### src/rtl/izigzag_4x4_buffer.sv
`timescale 1ns/1ps
// Purpose: reorders 4x4 H.264 zigzag-scan coefficients into raster order via two ping-pong banks, QP attached.
// Latency: raster index 0 is presented the cycle after the 16th input transfer of a block; 1 coef/cycle, gapless.
// Backpressure: in_ready drops while the write bank is still full; out_* hold stable while out_valid && !out_ready.
module izigzag_4x4_buffer #(
   parameter int COEF_W = 16,
   parameter int QP_W   = 6
) (
   input  logic                     clk,
   input  logic                     reset,
   input  logic                     in_valid,
   output logic                     in_ready,
   input  logic signed [COEF_W-1:0] in_coef,
   input  logic [QP_W-1:0]          in_qp,
   output logic                     out_valid,
   input  logic                     out_ready,
   output logic signed [COEF_W-1:0] out_coef,
   output logic [3:0]               out_idx,
   output logic [QP_W-1:0]          out_qp,
   output logic                     out_last
);

   // Raster position of each zigzag scan index.
   function automatic logic [3:0] zz_pos(input logic [3:0] k);
      logic [3:0] p;
      case (k)
         4'd0:    p = 4'd0;
         4'd1:    p = 4'd1;
         4'd2:    p = 4'd4;
         4'd3:    p = 4'd8;
         4'd4:    p = 4'd5;
         4'd5:    p = 4'd2;
         4'd6:    p = 4'd3;
         4'd7:    p = 4'd6;
         4'd8:    p = 4'd9;
         4'd9:    p = 4'd12;
         4'd10:   p = 4'd13;
         4'd11:   p = 4'd10;
         4'd12:   p = 4'd7;
         4'd13:   p = 4'd11;
         4'd14:   p = 4'd14;
         default: p = 4'd15;
      endcase
      return p;
   endfunction

   // Bank storage: coefficients are never reset, QP and control are.
   logic signed [COEF_W-1:0] coef_q [2][16];
   logic [QP_W-1:0]          qp_q   [2];
   logic [QP_W-1:0]          qp_d   [2];
   logic [1:0]               full_q, full_d;
   logic                     wr_bank_q, wr_bank_d;
   logic [3:0]               wr_cnt_q, wr_cnt_d;
   logic                     rd_bank_q, rd_bank_d;
   logic [3:0]               rd_cnt_q, rd_cnt_d;

   logic in_fire, out_fire, wr_done, rd_done;
   logic [3:0] wr_pos;

   // Handshake decode; ready/valid depend only on registered flags.
   always_comb begin
      in_ready  = !full_q[wr_bank_q];
      out_valid = full_q[rd_bank_q];
      in_fire   = in_valid && in_ready;
      out_fire  = out_valid && out_ready;
      wr_done   = in_fire && (wr_cnt_q == 4'd15);
      rd_done   = out_fire && (rd_cnt_q == 4'd15);
      wr_pos    = zz_pos(wr_cnt_q);
   end

   // Next-state: write and read sides act on different banks, so fill and drain completions compose.
   always_comb begin
      wr_bank_d = wr_bank_q;
      wr_cnt_d  = wr_cnt_q;
      rd_bank_d = rd_bank_q;
      rd_cnt_d  = rd_cnt_q;
      full_d    = full_q;
      qp_d[0]   = qp_q[0];
      qp_d[1]   = qp_q[1];
      if (in_fire) begin
         wr_cnt_d = wr_cnt_q + 4'd1;
         if (wr_cnt_q == 4'd0) begin
            qp_d[wr_bank_q] = in_qp;
         end
         if (wr_done) begin
            full_d[wr_bank_q] = 1'b1;
            wr_bank_d         = !wr_bank_q;
         end
      end
      if (out_fire) begin
         rd_cnt_d = rd_cnt_q + 4'd1;
         if (rd_done) begin
            full_d[rd_bank_q] = 1'b0;
            rd_bank_d         = !rd_bank_q;
         end
      end
   end

   // Control and QP registers with synchronous reset; partial blocks are discarded.
   always_ff @(posedge clk) begin
      if (reset) begin
         full_q    <= 2'b00;
         wr_bank_q <= 1'b0;
         wr_cnt_q  <= 4'd0;
         rd_bank_q <= 1'b0;
         rd_cnt_q  <= 4'd0;
         qp_q[0]   <= '0;
         qp_q[1]   <= '0;
      end else begin
         full_q    <= full_d;
         wr_bank_q <= wr_bank_d;
         wr_cnt_q  <= wr_cnt_d;
         rd_bank_q <= rd_bank_d;
         rd_cnt_q  <= rd_cnt_d;
         qp_q[0]   <= qp_d[0];
         qp_q[1]   <= qp_d[1];
      end
   end

   // Coefficient write: scatter each scan-order input to its raster slot.
   always_ff @(posedge clk) begin
      if (in_fire) begin
         coef_q[wr_bank_q][wr_pos] <= in_coef;
      end
   end

   // Output mux: raster-order read of the draining bank, zero coefficient when nothing is full.
   always_comb begin
      out_coef = out_valid ? coef_q[rd_bank_q][rd_cnt_q] : '0;
      out_idx  = rd_cnt_q;
      out_qp   = qp_q[rd_bank_q];
      out_last = (rd_cnt_q == 4'd15);
   end

endmodule

### config.mk
export PLATFORM = sky130hd
export DESIGN_NAME = izigzag_4x4_buffer
export DESIGN_NICKNAME = d
export VERILOG_FILES = /design/src/rtl/izigzag_4x4_buffer.sv
export SDC_FILE = /design/constraint.sdc
export NUM_CORES = 1
export LEC_CHECK = 0
export BUFFER_PORTS_ARGS = -buffer_cell sky130_fd_sc_hd__buf_2
export CAP_MARGIN = 20
export CORE_MARGIN = 4
export CORE_UTILIZATION = 35
export DETAILED_ROUTE_END_ITERATION = 12
export GPL_TIMING_DRIVEN = 0
export HOLD_SLACK_MARGIN = 0.15
export PLACE_DENSITY_LB_ADDON = 0.12
export SLEW_MARGIN = 30
export SYNTH_ARGS = -nofsm -noshare
export SYNTH_HDL_FRONTEND = slang
export SYNTH_SLANG_ARGS = --single-unit
### constraint.sdc
create_clock -name clk -period 6.15 [get_ports clk]
set_clock_uncertainty 0.1 [all_clocks]
set_input_delay 0.9225 -clock clk [delete_from_list [all_inputs] [get_ports clk]]
set_output_delay 0.9225 -clock clk [all_outputs]
set_load 0.005 [all_outputs]
==> results of run 1 <==
## final timing paths
check / from / to / depth (start not counted) / slack (ns)
max: out_idx[1] / out_coef[12] / 7 / 1.41
min: qp_q[0][4] / qp_q[0][4] / 2 / 0.39
max reg2reg: wr_bank_q / coef_q[1][25] / 7 / 3.21
min reg2reg: qp_q[0][4] / qp_q[0][4] / 2 / 0.39
## where the power goes
group | switching, mW | internal (mW) | leakage [nW]
clock network | 1.41 | 2.01 | 0.899
logic | 0.135 | 0.0484 | 1.90
registers | 0.00958 | 4.06 | 4.85
total | 1.55 | 6.11 | 7.65
## flip-flops by register name, summed over array words and instances (netlist names), named ones only
signal / cells
rd_bank_q: 1
qp_q: 12
wr_bank_q: 1
wr_pos: 4
full_q: 2
coef_q: 512
out_idx: 4
wr_cnt_q: 4
## Yosys cell counts
| cell | n | area [sq um] |
|---|---|---|
| a21oi_1 | 17 | 85.1 |
| a221o_1 | 16 | 160 |
| a221oi_1 | 6 | 52.6 |
| a221oi_2 | 7 | 105 |
| a22o_1 | 1 | 8.76 |
| a22oi_1 | 3 | 22.5 |
| a311oi_1 | 1 | 8.76 |
| a31oi_1 | 3 | 18.8 |
| a32oi_1 | 1 | 8.76 |
| and2_1 | 2 | 12.5 |
| and3_1 | 3 | 18.8 |
| and3_4 | 2 | 22.5 |
| buf_1 | 1 | 3.75 |
| buf_12 | 3 | 60.1 |
| buf_2 | 19 | 95.1 |
| buf_4 | 5 | 37.5 |
| buf_6 | 5 | 56.3 |
| clkbuf_1 | 23 | 86.3 |
| dfxtp_1 | 29 | 581 |
| edfxtp_1 | 512 | 15400 |
| ha_1 | 9 | 113 |
| inv_1 | 7 | 26.3 |
| inv_2 | 1 | 3.75 |
| mux2_2 | 10 | 113 |
| mux2_4 | 1 | 15.0 |
| mux2i_1 | 59 | 591 |
| mux2i_4 | 1 | 22.5 |
| mux4_2 | 128 | 2880 |
| nand2_1 | 11 | 41.3 |
| nand2b_2 | 1 | 8.76 |
| nand3_1 | 8 | 40.0 |
| nand3b_1 | 1 | 7.51 |
| nor2_1 | 75 | 282 |
| nor2b_1 | 5 | 31.3 |
| nor3_1 | 1 | 5.00 |
| nor3_2 | 1 | 10.0 |
| o211ai_1 | 1 | 7.51 |
| o21ai_0 | 4 | 20.0 |
| o221a_1 | 1 | 11.3 |
| o311a_1 | 1 | 10.0 |
| or3_1 | 6 | 37.5 |
| xnor2_1 | 6 | 52.6 |
| xor2_1 | 3 | 26.3 |
| xor2_2 | 1 | 16.3 |
## tightest hold or removal path, stage by stage, from the launching register on
cell and delay [ns]:
dfxtp_1 0.32, mux2i_1 0.07, nor2_1 0.07
## stage by stage
stage | setup WS [ns] | area (sq um) | util | hold WS [ns]
floorplan | 3.36 | 21200 | - | 0.356
global placement | 2.06 | 22400 | 0.377 | 0.368
detailed placement | 2.05 | 22900 | 0.385 | 0.381
CTS | 1.39 | 24800 | 0.416 | 0.397
global route | 1.25 | 24800 | 0.417 | 0.420
finish | 1.41 | 24800 | 0.417 | 0.392
## layout by cell type (no fill, tap or decap), types with 6 or more instances in the layout
cell       Yosys  routed
or3_1          6       6
inv_1          7       7
mux2_2        10      10
a221o_1       16      16
dfxtp_1       29      29
clkbuf_16      0      61
nand3_1        8       7
edfxtp_1     512     512
ha_1           9       9
a221oi_1       6       6
buf_6          5       7
nor2_1        75      43
a21oi_1       17      17
clkinv_1       0      18
buf_16         0       6
mux4_2       128     128
mux2i_1       59      58
buf_2         19      73
a221oi_2       7       7
clkbuf_1      23      36
xnor2_1        6       6
nor2_4         0      32
clkinv_2       0       7
nand2_1       11      11
## cell families after synthesis
logic type / count (synthesis) / synth area share
and+or+nand+nor: 116 / 0.0244
xor gates and xnor gates: 10 / 0.00449
buffers and inverters: 64 / 0.0174
AOI/OAI and AO/OA: 62 / 0.0245
DFF: 541 / 0.753
muxes: 199 / 0.171
adders and majority gates: 9 / 0.00531
## metal layers
metal  global-route usage  vias up
met3               0.0387       63
met4               0.0370        2
met2                0.289      232
met1                0.228     5397
met5                    0        -
li1                     -     4416
## area by class of cell
class                           instances  area share
Clock buffer                           75      0.0637
Inverter                                8     0.00121
Clock inverter                         33      0.0112
Sequential cell                       541       0.644
Tap cell                              773      0.0390
Buffer                                 56      0.0137
Multi-Input combinational cell        396       0.207
Antenna cell                            2    0.000202
Timing Repair Buffer                   65      0.0203
==> results_tabular.tex, run 1 <==
\begin{tabular}{lr}
\hline
Metric & Value \\
\hline
\multicolumn{2}{l}{\textbf{Outcome}} \\
\quad Run status & finished, final reports clean \\
\multicolumn{2}{l}{\textbf{Pwr}} \\
\quad Static leakage & between 7 and 8 nW \\
\quad Max IR drop VDD & 0.230 mV \\
\quad Cell area power density & 309 mW/mm\^{}2 \\
\quad Tot Pwr & 7.67 mW \\
\multicolumn{2}{l}{\textbf{Global route}} \\
\quad Pin count of the biggest net entering global routing & 33 \\
\quad Initial antenna violation count & 2 \\
\quad Via count of the first global-routing pass & $\sim$10k \\
\quad Global-route wire length before repair & 77900 um \\
\quad Grt total ovfl & 0 \\
\quad Total global-route track usage & 0.171 \\
\multicolumn{2}{l}{\textbf{Detailed routing}} \\
\quad Highest routed layer & met5 \\
\quad Number of routed nets with antenna violations & 0 \\
\quad Number of iterations in the first detailed-routing pass & 5 \\
\quad Met2 routed WL & 27800 um \\
\quad Length of routed met3 wiring & about 3300 um \\
\quad Remaining DRCs & 0 \\
\quad Routed wire length & $\sim$55000 um \\
\quad Total via count in the routed design & about 10k \\
\quad Met1 layer wirelength in the final routing & between 20000 and 25000 um \\
\quad Average via count per standard cell & 5.19 \\
\quad Per-cell routed wire length & between 20 and 30 um \\
\quad Number of DRC markers after the initial detailed-route iteration & $\sim$970 \\
\multicolumn{2}{l}{\textbf{Setup path}} \\
\quad Critical Path, Cell by Cell & buf\_2 -> buf\_2 -> clkbuf\_1 -> mux4\_2 -> a221oi\_1 -> a21oi\_1 -> buf\_2 \\
\quad CP most frequent cell & buf\_2 \\
\quad Critical Path Fanout Max & 10 \\
\quad Buffers \& Inverters on Critical Path & 4 \\
\quad Critical path class & flop to output port \\
\quad Crit path max-delay family & buffers and inverters \\
\quad Endpoint type of the worst setup path & output port \\
\quad Largest stage delay, worst path & between 0.6 and 0.7 ns \\
\quad Required time worst endpoint & roughly 5 ns \\
\quad Slowest stage cell on the critical path & clkbuf\_1 \\
\quad Kind of start point of the critical path & flop \\
\quad Worst EP arrival & $\sim$3.7 ns \\
\multicolumn{2}{l}{\textbf{Timing}} \\
\quad Post-layout min period & roughly 4.7 ns \\
\quad Rel. slew slack & 0.385 \\
\quad Least-Margin Pin Slew & approximately 0.92 ns \\
\quad Hold violation total from the final report & 0 \\
\quad Crit share post-route & 0.771 \\
\quad Setup tns final & 0 ns \\
\quad Final setup viols & 0 \\
\quad RSZ-0062 raised after global routing & no \\
\quad Upper clock frequency limit & between 0.2 and 0.25 GHz \\
\quad Pins Over Slew Limit & 0 \\
\multicolumn{2}{l}{\textbf{Synthesis}} \\
\quad Post-synthesis instance area & approximately 0.021 sq mm \\
\quad Syn Area/Cell & between 20 and 25 sq um \\
\quad Number of instances in the synthesized netlist & roughly 1.0k \\
\quad Number of synthesized register bits & $\sim$540 \\
\quad Synth unique cells & 44 \\
\quad Synth Warn \# & 0 \\
\quad Syn nets & $\sim$1.0k \\
\quad Sequential cell area fraction in the yosys report & 0.753 \\
\multicolumn{2}{l}{\textbf{Finish}} \\
\quad Area of the multi-input gates & $\sim$0.0051 sq mm \\
\quad Nets & around 1.2k \\
\quad Sequential cell area in the final layout & 0.0160 sq mm \\
\quad Layout-stage area growth over the synthesis result & 16.9\% \\
\quad Layout cell share with drive strength beyond 1 & 0.307 \\
\quad Filler cells & approximately 5.3k \\
\quad Number of standard cells in the layout, taps in and fillers out & between 1.5k and 2k \\
\multicolumn{2}{l}{\textbf{Clock network}} \\
\quad Clock sink count & between 500 and 600 \\
\quad H-tree Lvls & 2 \\
\quad Hold buffer count at cts & 0 \\
\quad Post-CTS clock slew at the launch and capture registers of the worst setup and hold paths & 0.06 ns \\
\quad Number of gates given a new drive strength after cts & 0 \\
\quad CTS tree & done \\
\quad CTS Root Cell & clkbuf\_16 \\
\quad Number of buffers inserted to repair setup after CTS & 0 \\
\quad Clk Latency, worst-skew pair & 0.60 ns \\
\quad Cts bufs inserted & 58 \\
\quad CTS max path bufs & 3 \\
\multicolumn{2}{l}{\textbf{Floorplanning}} \\
\quad Floorplan die height & 254 um \\
\quad Area of the placeable core & between 0.05 and 0.06 sq mm \\
\quad Total Die Area & $\sim$0.065 sq mm \\
\quad Horizontal extent of the die & approximately 250 um \\
\quad Initial Util & 0.356 \\
\quad Floorplan row count & 89 \\
\quad I/O pin total & 55 \\
\multicolumn{2}{l}{\textbf{Placed design}} \\
\quad Final HPWL from detailed placement & roughly 35000 um \\
\quad Dpl cells & between 1.5k and 2k \\
\quad Count of input and output buffers & 54 \\
\quad GP Congestion & 0.732 \\
\multicolumn{2}{l}{\textbf{Min path}} \\
\quad Min-Delay Path Class & flop to flop \\
\multicolumn{2}{l}{\textbf{Run}} \\
\quad Number of maximum-capacitance constraint violations & 0 \\
\hline
\end{tabular}
(Power assumes the default switching activity.)
==> run 2, diff against run 1 <==
clock period = 4.1 ns   (was 6.15 ns; I/O delays follow)
==> run 2 against run 1 <==
Clock power up 50%. Clock-buffer cell count unchanged. Utilization up 0.15 points. Combinational power up 52%. Critical path depth unchanged. First-iteration DRC count down 9.7%. Wire length up 0.12%. Global-route usage about the same. Critical endpoint unchanged. Largest cell class unchanged. Largest power group unchanged.
==> results_tabular.tex, run 2 (synthesis results as in run 1) <==
\begin{tabular}{lr}
\hline
Metric & Value \\
\hline
\multicolumn{2}{l}{\textbf{Outcome}} \\
\quad Run status & finished, final reports clean \\
\multicolumn{2}{l}{\textbf{Detailed routing}} \\
\quad Remaining DRCs & 0 \\
\quad Number of routed nets with antenna violations & 0 \\
\quad Routed wire length & roughly 55000 um \\
\quad Number of DRC markers after the initial detailed-route iteration & 880 \\
\quad Per-cell routed wire length & roughly 28 um \\
\quad Average via count per standard cell & 5.23 \\
\quad Total via count in the routed design & $\sim$10k \\
\quad Number of iterations in the first detailed-routing pass & 5 \\
\multicolumn{2}{l}{\textbf{Floorplanning}} \\
\quad Initial Util & 0.356 \\
\quad Floorplan row count & roughly 90 \\
\quad Total Die Area & 0.0645 sq mm \\
\quad Horizontal extent of the die & 254 um \\
\quad Area of the placeable core & slightly below 0.06 sq mm \\
\quad Floorplan die height & 254 um \\
\quad I/O pin total & 55 \\
\multicolumn{2}{l}{\textbf{Global route}} \\
\quad Fraction of met1 tracks used by global routing & 0.228 \\
\quad Met2 demand-to-capacity share in global routing & 0.291 \\
\quad Global-route wire length before repair & just under 80000 um \\
\quad Global route hottest layer & met2 \\
\quad Via count of the first global-routing pass & between 10k and 15k \\
\quad Pin count of the biggest net entering global routing & 33 \\
\quad Total global-route track usage & 0.171 \\
\quad Met3 GRT Util & 0.0382 \\
\quad Initial antenna violation count & 2 \\
\quad Grt total ovfl & 0 \\
\multicolumn{2}{l}{\textbf{Pwr}} \\
\quad Static leakage & 7.70 nW \\
\quad Tot Pwr & $\sim$12 mW \\
\quad Cell area power density & approximately 460 mW/mm\^{}2 \\
\quad Max IR drop VDD & about 0.35 mV \\
\multicolumn{2}{l}{\textbf{Min path}} \\
\quad Min-Delay Path Class & input pin to flop \\
\multicolumn{2}{l}{\textbf{Placed design}} \\
\quad Count of input and output buffers & 54 \\
\quad Final HPWL from detailed placement & around 35000 um \\
\quad Setup WS pre-CTS & around 0.3 ns \\
\quad GP Congestion & 0.732 \\
\quad Dpl cells & about 1.8k \\
\multicolumn{2}{l}{\textbf{Finish}} \\
\quad Area of the multi-input gates & 0.00512 sq mm \\
\quad Most common cell after layout, fill and taps aside & edfxtp\_1 \\
\quad Largest registers in the final layout & coef\_q (512), qp\_q (12) \\
\quad Layout-stage area growth over the synthesis result & 17.3\% \\
\quad Filler cells & between 5k and 6k \\
\quad Number of standard cells in the layout, taps in and fillers out & roughly 2.0k \\
\quad Leading cell types in the layout, fill and taps excluded & edfxtp\_1, mux4\_2, buf\_2 \\
\quad Sequential cell area in the final layout & approximately 0.016 sq mm \\
\quad Nets & 1166 \\
\quad Layout cell share with drive strength beyond 1 & 0.313 \\
\quad Top register by number of flip-flops & coef\_q \\
\quad Largest register FFs & slightly above 500 \\
\quad Share of the core filled with cells in the final layout & 0.418 \\
\multicolumn{2}{l}{\textbf{Clock network}} \\
\quad Clk Latency, worst-skew pair & 0.60 ns \\
\quad Cts bufs inserted & between 50 and 60 \\
\quad H-tree Lvls & 2 \\
\quad CTS Root Cell & clkbuf\_16 \\
\quad Clock sink count & 541 \\
\quad Post-CTS clock slew at the launch and capture registers of the worst setup and hold paths & about 0.060 ns \\
\quad CTS max path bufs & 3 \\
\quad CTS tree & done \\
\multicolumn{2}{l}{\textbf{Timing}} \\
\quad Final setup viols & 0 \\
\quad Least-Margin Pin Slew & 0.913 ns \\
\quad RSZ-0062 raised after global routing & no \\
\quad Post-layout min period & 3.98 ns \\
\quad Worst Slack Setup Final & 0.122 ns \\
\quad Upper clock frequency limit & around 0.25 GHz \\
\quad Crit share post-route & 0.970 \\
\quad Hold violation total from the final report & 0 \\
\quad Pins Over Slew Limit & 0 \\
\quad Rel. slew slack & 0.379 \\
\quad Setup tns final & 0 ns \\
\multicolumn{2}{l}{\textbf{Setup path}} \\
\quad Kind of start point of the critical path & flop \\
\quad Required time worst endpoint & 3.38 ns \\
\quad Worst EP arrival & 3.26 ns \\
\quad Critical path class & flop to output port \\
\quad Critical Path Fanout Max & 10 \\
\quad Register-to-register path setup slack & 1.14 ns \\
\quad Endpoint type of the worst setup path & output port \\
\multicolumn{2}{l}{\textbf{Run}} \\
\quad Number of maximum-capacitance constraint violations & 0 \\
\hline
\end{tabular}
run 2: final timing paths:
kind,from,to,cells past startpoint
worst max register to register,wr_bank_q,coef_q[1][27],7
worst min-delay path,in_qp[2],qp_q[1][2],3
worst min register to register,qp_q[0][4],qp_q[0][4],2
worst max-delay path,out_idx[1],out_coef[12],7
run 2: power breakdown:
group	internal, mW	leakage [nW]	switching, mW
Sequential	6.09	4.85	0.0146
Clock	3.01	0.899	2.12
Combinational	0.0757	1.95	0.202
run 2: repair_timing:
| action | CTS | global route |
|---|---|---|
| resized for setup | 12 | 6 |
| setup buffers | 0 | 0 |
| setup endpoints to repair | 12 | 2 |
| hold buffers | 5 | 0 |
| pin swaps | 0 | 0 |
| endpoints found under the hold margin | 10 | 0 |
run 2: per-stage QoR:
stage	hold WS [ns]	cell area, sq um
final	0.176	24900
after global routing	0.170	24900
after CTS	0.152	24800
after detailed placement	0.381	22900
after global placement	0.368	22400
after floorplan	0.356	21200
run 2: layout make-up:
cell class / count / area share
buffer: 56 / 0.0150
sequential: 541 / 0.642
tap: 773 / 0.0389
antenna: 3 / 0.000302
clock inverter: 33 / 0.0111
inverter: 8 / 0.00121
timing repair buffer: 70 / 0.0222
clock buffer: 75 / 0.0635
multi-input combinational: 396 / 0.206
run 2: layer usage:
layer | up-vias | wire length (um)
met5 | - | 13
met4 | 2 | 860
met3 | 59 | 3270
met2 | 249 | 28000
met1 | 5477 | 23100
li1 | 4431 | -
run 2: worst max-delay path, cell delays in order, from the launching register on:
cell and delay, ns:
dfxtp_1 0.38, buf_2 0.28, clkbuf_4 0.32, clkbuf_4 0.32, mux4_2 0.37, a221oi_1 0.47
a21oi_1 0.28, buf_2 0.23
==> run 3, diff against run 2 <==
BUFFER_PORTS_ARGS = not set   (was -buffer_cell sky130_fd_sc_hd__buf_2)
DONT_BUFFER_PORTS = 1   (was not set)
clock period = 3.34 ns   (was 4.1 ns; I/O delays follow)
==> run 3 against run 2 <==
Via count up 0.54%. Sequential cell count unchanged. Sequential share of layout area down 2.7 points. Non-clock buffer count down 4. Final area up 4.4%. Final cell count about the same. Worst hold slack better by 0.020 ns. Global-route usage up 0.29 points. Utilization up 1.8 points. Wire length up 1.5%. Critical endpoint is now out_coef[1].
==> results_tabular.tex, run 3 (synthesis results as in run 1) <==
\begin{tabular}{lr}
\hline
Metric & Value \\
\hline
\multicolumn{2}{l}{\textbf{Outcome}} \\
\quad Run status & finished, final reports clean \\
\multicolumn{2}{l}{\textbf{Setup path}} \\
\quad Buffers \& Inverters on Critical Path & 2 \\
\quad Kind of start point of the critical path & flop \\
\quad Largest stage delay, worst path & 0.53 ns \\
\quad Slowest stage cell on the critical path & mux4\_2 \\
\quad Critical Path Fanout Max & 10 \\
\quad Worst EP arrival & approximately 2.7 ns \\
\quad Endpoint type of the worst setup path & output port \\
\quad Required time worst endpoint & between 2 and 3 ns \\
\quad Critical Path, Cell by Cell & buf\_12 -> buf\_6 -> mux4\_2 -> mux2i\_1 -> a221o\_1 -> a21oi\_2 \\
\quad Crit path max-delay family & multiplexers \\
\quad Critical path class & flop to output port \\
\multicolumn{2}{l}{\textbf{Finish}} \\
\quad Layout cell share with drive strength beyond 1 & 0.345 \\
\quad Largest registers in the final layout & coef\_q (512), qp\_q (12) \\
\quad Nets & between 1k and 1.5k \\
\quad Number of standard cells in the layout, taps in and fillers out & around 2.0k \\
\quad Top register by number of flip-flops & coef\_q \\
\quad Finished Cell Area & roughly 0.026 sq mm \\
\quad Layout-stage area growth over the synthesis result & 22.4\% \\
\quad Leading cell types in the layout, fill and taps excluded & edfxtp\_1, mux4\_2, clkbuf\_16 \\
\quad Most common cell after layout, fill and taps aside & edfxtp\_1 \\
\quad Largest register FFs & 512 \\
\multicolumn{2}{l}{\textbf{Placed design}} \\
\quad Dpl cells & roughly 1.8k \\
\quad GP Congestion & 0.752 \\
\quad Instance area at placement & approximately 0.023 sq mm \\
\quad Count of input and output buffers & 0 \\
\quad Final HPWL from detailed placement & 35300 um \\
\multicolumn{2}{l}{\textbf{Detailed routing}} \\
\quad Number of routed nets with antenna violations & 0 \\
\quad Per-cell routed wire length & 28.7 um \\
\quad Total via count in the routed design & 10.3k \\
\quad Routed wire length & approximately 56000 um \\
\quad Number of DRC markers after the initial detailed-route iteration & approximately 770 \\
\quad Number of iterations in the first detailed-routing pass & 5 \\
\quad Remaining DRCs & 0 \\
\quad Average via count per standard cell & $\sim$5.3 \\
\multicolumn{2}{l}{\textbf{Timing}} \\
\quad Hold violation total from the final report & 0 \\
\quad Setup tns final & 0 ns \\
\quad Upper clock frequency limit & 0.308 GHz \\
\quad Fin Hold WS & between 0.15 and 0.2 ns \\
\quad Pins Over Slew Limit & 0 \\
\quad Crit share post-route & 0.973 \\
\quad Final setup viols & 0 \\
\quad Post-layout min period & roughly 3.2 ns \\
\quad RSZ-0062 raised after global routing & yes \\
\quad Rel. slew slack & 0.338 \\
\quad Least-Margin Pin Slew & between 0.9 and 1 ns \\
\multicolumn{2}{l}{\textbf{Clock network}} \\
\quad H-tree Lvls & 2 \\
\quad Post-CTS clock slew at the launch and capture registers of the worst setup and hold paths & approximately 0.060 ns \\
\quad Clk Latency, worst-skew pair & 0.60 ns \\
\quad CTS Root Cell & clkbuf\_16 \\
\quad CTS max path bufs & 3 \\
\quad Cts bufs inserted & 60 \\
\quad CTS tree & done \\
\quad Clock sink count & approximately 540 \\
\multicolumn{2}{l}{\textbf{Global route}} \\
\quad Global-route wire length before repair & 79500 um \\
\quad Total global-route track usage & 0.174 \\
\quad Initial antenna violation count & 4 \\
\quad Via count of the first global-routing pass & about 11k \\
\quad Pin count of the biggest net entering global routing & 33 \\
\quad Grt total ovfl & 0 \\
\multicolumn{2}{l}{\textbf{Pwr}} \\
\quad Max IR drop VDD & between 0.4 and 0.5 mV \\
\quad Static leakage & 7.97 nW \\
\quad Tot Pwr & $\sim$15 mW \\
\quad Cell area power density & $\sim$560 mW/mm\^{}2 \\
\multicolumn{2}{l}{\textbf{Floorplanning}} \\
\quad Floorplan die height & approximately 250 um \\
\quad Horizontal extent of the die & 254 um \\
\quad Floorplan row count & 89 \\
\quad Total Die Area & approximately 0.065 sq mm \\
\quad Initial Util & 0.356 \\
\quad Area of the placeable core & between 0.05 and 0.06 sq mm \\
\quad I/O pin total & 55 \\
\multicolumn{2}{l}{\textbf{Min path}} \\
\quad Min-Delay Path Class & input pin to flop \\
\multicolumn{2}{l}{\textbf{Run}} \\
\quad Number of maximum-capacitance constraint violations & 0 \\
\hline
\end{tabular}
## run 3: cell count changes in the layout (fill, tap and decap cells not counted), moves of 9 or more
cell | previous run | this run
buf_2 | 67 | 6
clkinv_1 | 18 | 9
mux2i_1 | 58 | 45
buf_12 | 3 | 26
a21oi_1 | 17 | 8
dlygate4sd3_1 | 5 | 22
## run 3: repair_timing
action                                  4_1_cts  5_1_grt
pin swaps                                     9        6
gates resized for setup                      98       15
hold buffers                                 38        0
buffers inserted                              5        4
gates cloned                                  0        1
endpoints found under the hold margin       526        0
endpoints found under the setup margin       41       73
## run 3: tightest hold or removal path, cell delays in order
cell and delay (ns):
nand3_1 0.04, o21ai_0 0.09, a32oi_1 0.08, o311a_1 0.13
## run 3: power breakdown
part	switching, mW	total [mW]	internal [mW]	leakage, nW
clock network	2.71	6.63	3.92	0.967
logic	0.266	0.409	0.144	2.15
registers	0.0174	7.49	7.47	4.85
total	3.00	14.5	11.5	7.97
## run 3: worst paths after layout
path	from	slack, ns	endpoint	cells past startpoint
setup reg to reg	wr_bank_q	0.23	coef_q[0][205]	7
setup / recovery	flop	0.09	out_coef[1]	6
hold / removal	in_valid	0.20	wr_pos[0]	4
hold reg to reg	qp_q[1][5]	0.39	qp_q[1][5]	2
## run 3: area by class of cell
cell class / count / area (sq um)
antenna: 2 / 5.00
buffer: 55 / 504
clock buffer: 71 / 1540
clock inverter: 41 / 429
fill: 5171 / 33500
inverter: 8 / 30.0
multi-input combinational: 396 / 5380
sequential: 541 / 16000
tap: 773 / 967
timing repair buffer: 67 / 1130
## run 3: per-layer routing
layer  vias to the layer above  share of wire  GRT usage
li1                       4438              -          -
met2                       212           0.50      0.291
met3                        60          0.044     0.0285
met1                      5563           0.44      0.241
met5                         -              0          0
met4                         0          0.018     0.0420
## run 3: per-stage QoR
step	util	worst slack, ns
2_1_floorplan	-	0.792
3_3_place_gp	0.373	-0.514
3_5_place_dp	0.384	-0.217
4_1_cts	0.434	-0.00859
5_1_grt	0.436	-0.0188
6_report	0.436	0.0911
